$ cat src/rtl/calc_pkg.sv
// Shared constants for the keypad calculator: key codes, FSM state encoding,
// operand/result widths and small key-classification helpers.
package calc_pkg;

  // Key codes delivered by the scan-code-to-key decoder
  localparam logic [3:0] KEY_ADD   = 4'd10;
  localparam logic [3:0] KEY_SUB   = 4'd11;
  localparam logic [3:0] KEY_MUL   = 4'd12;
  localparam logic [3:0] KEY_ENTER = 4'd13;
  localparam logic [3:0] KEY_NONE  = 4'd15;

  // Operand, signed result and display magnitude widths
  localparam int unsigned OpW  = 7;
  localparam int unsigned ResW = 15;
  localparam int unsigned MagW = 14;

  typedef enum logic [1:0] {
    S_A   = 2'd0,
    S_B   = 2'd1,
    S_RES = 2'd2
  } state_e;

  function automatic logic is_digit(input logic [3:0] k);
    return k <= 4'd9;
  endfunction

  function automatic logic is_op(input logic [3:0] k);
    return (k == KEY_ADD) || (k == KEY_SUB) || (k == KEY_MUL);
  endfunction

endpackage

$ cat src/rtl/bin_to_bcd4.sv
// Combinational double-dabble: 14-bit magnitude to four BCD digits, with
// leading zeros above the most significant nonzero digit replaced by BLANK_CODE.
// The ones digit is never blanked so a zero value still shows "0".
module bin_to_bcd4 #(
  parameter logic [3:0] BLANK_CODE = 4'hF
) (
  input  logic [13:0] bin_i,
  output logic [15:0] bcd_o
);

  logic [15:0] bcd;
  logic        blank3, blank2, blank1;

  // Shift-and-add-3 conversion, MSB first
  always_comb begin
    bcd = '0;
    for (int i = 13; i >= 0; i--) begin
      for (int d = 0; d < 4; d++) begin
        if (bcd[d*4 +: 4] >= 4'd5) bcd[d*4 +: 4] = bcd[d*4 +: 4] + 4'd3;
      end
      bcd = {bcd[14:0], bin_i[i]};
    end
  end

  // Blank a digit only if it and every digit above it is zero
  always_comb begin
    blank3 = (bcd[15:12] == 4'd0);
    blank2 = blank3 && (bcd[11:8] == 4'd0);
    blank1 = blank2 && (bcd[7:4] == 4'd0);
    bcd_o  = {blank3 ? BLANK_CODE : bcd[15:12],
              blank2 ? BLANK_CODE : bcd[11:8],
              blank1 ? BLANK_CODE : bcd[7:4],
              bcd[3:0]};
  end

endmodule

$ cat src/rtl/calc_key_fsm.sv
// Keypad calculator front end: builds operand A, operator and operand B from
// decoded key presses, computes the signed result on Enter and feeds BCD digits
// plus a sign flag to the seven-segment scanner.
// Optional build macro CALC_CHAIN_EN: an operator pressed while a small
// non-negative result is shown reuses that result as operand A.
module calc_key_fsm
  import calc_pkg::*;
#(
  parameter int unsigned DIGITS     = 2,
  parameter logic [3:0]  BLANK_CODE = 4'hF
) (
  input  logic        clk,
  input  logic        rst_n,
  input  logic        key_valid,
  input  logic [3:0]  key_in,
  output logic [15:0] disp_bcd,
  output logic        neg,
  output logic [1:0]  state
);

  localparam logic [1:0] DigitsL = 2'(DIGITS);
`ifdef CALC_CHAIN_EN
  localparam logic [ResW-1:0] MaxChain = ResW'(10 ** DIGITS - 1);
`endif

  state_e            state_q, state_d;
  logic [OpW-1:0]    op_a_q, op_a_d;
  logic [OpW-1:0]    op_b_q, op_b_d;
  logic [3:0]        op_q, op_d;
  logic [1:0]        a_cnt_q, a_cnt_d;
  logic [1:0]        b_cnt_q, b_cnt_d;
  logic [ResW-1:0]   res_q, res_d;

  logic [OpW-1:0]    acc_a, acc_b;
  logic [MagW-1:0]   prod;
  logic [ResW-1:0]   calc;
  logic [MagW-1:0]   mag;
  logic [MagW-1:0]   disp_bin;

  // Decimal accumulation and the three arithmetic results
  always_comb begin
    acc_a = op_a_q * 7'd10 + {3'b000, key_in};
    acc_b = op_b_q * 7'd10 + {3'b000, key_in};
    prod  = {7'b0, op_a_q} * {7'b0, op_b_q};
    unique case (op_q)
      KEY_SUB: calc = {8'b0, op_a_q} - {8'b0, op_b_q};
      KEY_MUL: calc = {1'b0, prod};
      default: calc = {8'b0, op_a_q} + {8'b0, op_b_q};
    endcase
  end

  // Key-driven next state; everything holds unless key_valid is set
  always_comb begin
    state_d = state_q;
    op_a_d  = op_a_q;
    op_b_d  = op_b_q;
    op_d    = op_q;
    a_cnt_d = a_cnt_q;
    b_cnt_d = b_cnt_q;
    res_d   = res_q;
    case (state_q)
      S_A: begin
        if (key_valid) begin
          if (is_digit(key_in)) begin
            if (a_cnt_q < DigitsL) begin
              op_a_d  = acc_a;
              a_cnt_d = a_cnt_q + 2'd1;
            end
          end else if (is_op(key_in)) begin
            op_d    = key_in;
            state_d = S_B;
          end
        end
      end
      S_B: begin
        if (key_valid) begin
          if (is_digit(key_in)) begin
            if (b_cnt_q < DigitsL) begin
              op_b_d  = acc_b;
              b_cnt_d = b_cnt_q + 2'd1;
            end
          end else if (is_op(key_in)) begin
            // Operator can still be changed until B has a digit
            if (b_cnt_q == 2'd0) op_d = key_in;
          end else if (key_in == KEY_ENTER) begin
            res_d   = calc;
            state_d = S_RES;
          end
        end
      end
      S_RES: begin
        if (key_valid) begin
          if (is_digit(key_in)) begin
            op_a_d  = {3'b000, key_in};
            a_cnt_d = 2'd1;
            op_b_d  = '0;
            b_cnt_d = 2'd0;
            op_d    = 4'd0;
            res_d   = '0;
            state_d = S_A;
          end
`ifdef CALC_CHAIN_EN
          else if (is_op(key_in) && !res_q[ResW-1] && (res_q <= MaxChain)) begin
            op_a_d  = res_q[OpW-1:0];
            a_cnt_d = DigitsL;
            op_b_d  = '0;
            b_cnt_d = 2'd0;
            op_d    = key_in;
            state_d = S_B;
          end
`endif
        end
      end
      default: state_d = S_A;
    endcase
  end

  // State and operand registers
  always_ff @(posedge clk or negedge rst_n) begin
    if (!rst_n) begin
      state_q <= S_A;
      op_a_q  <= '0;
      op_b_q  <= '0;
      op_q    <= '0;
      a_cnt_q <= '0;
      b_cnt_q <= '0;
      res_q   <= '0;
    end else begin
      state_q <= state_d;
      op_a_q  <= op_a_d;
      op_b_q  <= op_b_d;
      op_q    <= op_d;
      a_cnt_q <= a_cnt_d;
      b_cnt_q <= b_cnt_d;
      res_q   <= res_d;
    end
  end

  // Select the value to display and its sign
  always_comb begin
    mag = res_q[ResW-1] ? (~res_q[MagW-1:0] + 14'd1) : res_q[MagW-1:0];
    case (state_q)
      S_B:     disp_bin = {7'b0, op_b_q};
      S_RES:   disp_bin = mag;
      default: disp_bin = {7'b0, op_a_q};
    endcase
    neg   = (state_q == S_RES) && res_q[ResW-1];
    state = state_q;
  end

  bin_to_bcd4 #(
    .BLANK_CODE(BLANK_CODE)
  ) u_bcd (
    .bin_i(disp_bin),
    .bcd_o(disp_bcd)
  );

endmodule

$ cat config.mk
export PLATFORM = sky130hd
export DESIGN_NAME = calc_key_fsm
export DESIGN_NICKNAME = d
export VERILOG_FILES = /design/src/rtl/calc_pkg.sv /design/src/rtl/bin_to_bcd4.sv /design/src/rtl/calc_key_fsm.sv
export SDC_FILE = /design/constraint.sdc
export NUM_CORES = 1
export LEC_CHECK = 0
export CAP_MARGIN = 20
export CORE_MARGIN = 5
export CORE_UTILIZATION = 55
export CTS_BUF_LIST = sky130_fd_sc_hd__clkbuf_2 sky130_fd_sc_hd__clkbuf_4 sky130_fd_sc_hd__clkbuf_8
export CTS_CLUSTER_SIZE = 10
export DETAILED_ROUTE_END_ITERATION = 10
export DONT_BUFFER_PORTS = 1
export GPL_ROUTABILITY_DRIVEN = 1
export PLACE_DENSITY = 0.79
export SYNTH_ARGS = -nofsm -noshare
export SYNTH_HDL_FRONTEND = slang
export SYNTH_SLANG_ARGS = --single-unit
export TNS_END_PERCENT = 100
$ cat constraint.sdc
create_clock -name clk -period 16.8 [get_ports clk]
set_clock_uncertainty 0.1 [all_clocks]
set_input_delay 5.04 -clock clk [delete_from_list [all_inputs] [get_ports clk]]
set_output_delay 5.04 -clock clk [all_outputs]
set_load 0.02 [all_outputs]
==> metrics.txt <==
status=complete, no violations; footprint of the multi-input gates=0.007328 mm^2; fill count=1,302; Worst path depth=51; startpoint types=register; WHS Path Cells=1; max cap viols=0; slowest stage cell on the critical path=dfrtp_2; DRC viols=0; global-route wire length before repair=34.20 mm; cell count after synthesis=1,100; global route overflow=0; Final setup viols=0; Root Driver=clkbuf_8; Synth Area in Simple Gates=0.2108; DIE AREA=0.01812 mm^2; Avg WL per Cell=16.06 um; worst hold margin=411.2 ps; Post-DRT Antenna Nets=0; pins over their slew limit=0; cell area after synthesis=0.008541 mm^2; Synth-to-Final Area Change=12.04%; Post-Synth Adder-Cell Area=0.2066; Post-Synth XOR/XNOR Area=0.05772; YS warnings=0; average vias per placed instance=6.163; Hold Fails Final Rpt=0; Synth area leader=ha_1; crit path kind=register to output pin; vias in the first global route=7,439; H-Tree Depth=2; fmax=0.06065 GHz; synth unique cells=97; cell depth of the worst flop-to-flop path=17; antenna violations before repair=0; Tmin final=16,490 ps; fin crit share=0.9815; worst hold path type=register to register; maximum root-to-sink buffer count=2; Post-Syn Nets=1,230; Antenna diodes=0; WP data required=11,660 ps; largest net degree at the start of global routing=40; DR iter-0 viols=545; Rows=45; Critical Path Fanout Max=8; ys flop type=dfrtp_1; core box area=0.01520 mm^2; Post-synth EDFFs=0; Slew headroom=0.4939; endpoint class of the critical path=output pin; Synth Area in Compound Gates=0.2854; fraction of registers with async set/reset=1.000; Max stage delay on crit path=450 ps; hpwl dp=15.61 mm; TritonCTS clock tree=built; vias=8,172; Synth top area share=0.1362; # clock sinks=39; post-synthesis sequential area ratio=0.1143; register area=979.7 um^2; # IOs=26; largest cells by area after synthesis=ha_1 14%, dfrtp_1 11%, fa_1 7.0%; Yosys reg bits=39; clock latency on the worst-skew pair=290 ps; final wirelength=21.29 mm; Final nets=1,267; syn_area_per_cell=7.764 um^2; DRT Pass-1 Iters=6; post-synthesis mux area share=0.05948; Reg clk slew, reported paths=80 ps; WP buf/inv=7; Worst EP arrival=11,350 ps; number of I/O port buffers=0; RD Place Congestion=0.8839; Worst Tran Pin Value=752.2 ps; Initial Util=0.5618; Overall Global Routing Usage=0.2175; largest family of logic cells by synthesized area=compound AO/OA/AOI/OAI gates; layout cells sized above 1=0.1722; die span in y=134.6 um; Die W=134.6 um; CTS buffer count=5; Top Family by Delay on Critical Path=compound AO/OA/AOI/OAI gates
-- per-stage QoR --
stage / cells / utilization / setup TNS [ps] / setup slack (ps) / area [um^2]
after floorplan: 1100 / - / 0 / 59.38 / 8541
after global placement: 1279 / 0.5796 / 0 / 342.1 / 8811
after detailed placement: 1279 / 0.5796 / -159.5 / -105.5 / 8811
after CTS: 1294 / 0.5940 / 0 / 15.56 / 9030
after global routing: 1326 / 0.6295 / -1863 / -313.3 / 9569
final: 1326 / 0.6295 / 0 / 311.5 / 9569
-- synthesized netlist by cell type (9+ instances only) --
cell,count
inv_1,116
nand2_1,116
ha_1,93
nor2_1,88
a21oi_1,72
o21ai_0,55
dfrtp_1,39
xnor2_1,33
fa_1,30
a21o_1,24
clkbuf_1,24
nor3_1,23
and2_1,18
mux2_2,18
mux2i_1,18
nand3_1,18
nand2b_1,15
xor2_1,14
nor2b_1,13
a211o_1,11
a22oi_1,11
a31oi_1,10
and3_1,10
o211ai_1,9
o22ai_1,9
-- sequential cells by signal, indices dropped and copies added (netlist names) --
signal	count
op_q	4
op_b_q	7
op_a_q	7
res_q	15
state	2
b_cnt_q	2
a_cnt_q	2
-- layout make-up --
| type | count | area share |
|---|---|---|
| Multi-Input combinational cell | 912 | 0.7658 |
| Sequential cell | 39 | 0.1024 |
| Inverter | 121 | 0.04746 |
| Timing Repair Buffer | 58 | 0.04550 |
| Tap cell | 188 | 0.02458 |
| Clock buffer | 6 | 0.007976 |
| Clock inverter | 2 | 0.006276 |
-- kinds of logic after synthesis --
group                      count (synthesis)
adders and majority gates                123
DFF                                       39
and+or+nand+nor                          364
AOI/OAI and AO/OA                        330
muxes                                     43
buffers and inverters                    149
xor gates and xnor gates                  52
-- worst register-to-register path: stages, from the launching register on --
cell,delay (ps)
dfrtp_1,600
ha_1,370
fa_1,550
inv_1,50
fa_1,480
fa_1,550
inv_1,50
fa_1,480
ha_1,350
a21oi_1,230
o21bai_1,120
a21oi_1,240
o21bai_1,100
a21oi_1,240
o21bai_1,100
a21oi_1,190
xnor2_1,100
a221o_1,320
-- worst paths after layout --
check / start / endpoint / slack (ps)
setup / recovery: res_q[4] / disp_bcd[4] / 310
hold reg to reg: b_cnt_q[0] / b_cnt_q[0] / 410
max in group asynchronous: rst_n / state[1] / 12160
setup reg to reg: op_a_q[3] / res_q[13] / 11470
min in group asynchronous: rst_n / b_cnt_q[1] / 4330
hold / removal: b_cnt_q[0] / b_cnt_q[0] / 410
-- cells in the final DEF (no fill, tap or decap), drive strengths merged, types with 8 or more instances in the layout --
| master | instances |
|---|---|
| a31oi | 11 |
| a211o | 11 |
| nor2b | 13 |
| o31ai | 9 |
| nand3 | 18 |
| o22ai | 9 |
| mux2i | 23 |
| inv | 121 |
| mux2 | 20 |
| a211oi | 14 |
| or3 | 8 |
| nand2 | 116 |
| nand2b | 16 |
| and3 | 11 |
| o32ai | 8 |
| ha | 93 |
| a21oi | 76 |
| a22oi | 11 |
| a21o | 24 |
| or2 | 13 |
| buf | 58 |
| o211ai | 11 |
| xor2 | 14 |
| a22o | 8 |
| and2 | 18 |
| dfrtp | 39 |
| nor4 | 9 |
| o21ai | 65 |
| fa | 30 |
| xnor2 | 38 |
| nor2 | 91 |
| nor3 | 27 |
-- repair_timing --
| item | CTS | global route |
|---|---|---|
| hold buffers | 0 | 0 |
| resized for setup | 7 | 53 |
| buffers inserted | 7 | 32 |
| endpoints found under the setup margin | 11 | 15 |
| pin swaps | 5 | 28 |
-- routing by layer --
metal | up-vias | part of all wire | global-route usage
met1 | 3868 | 0.46 | 0.2969
met3 | 48 | 0.038 | 0.01937
met2 | 203 | 0.49 | 0.3813
met5 | - | 0 | 0
met4 | 0 | 0.018 | 0.03676
li1 | 4053 | - | -
Power is left out: the tool's default activity adds up to more than one toggle a clock period on the data nets, which glitch-free logic cannot reach.
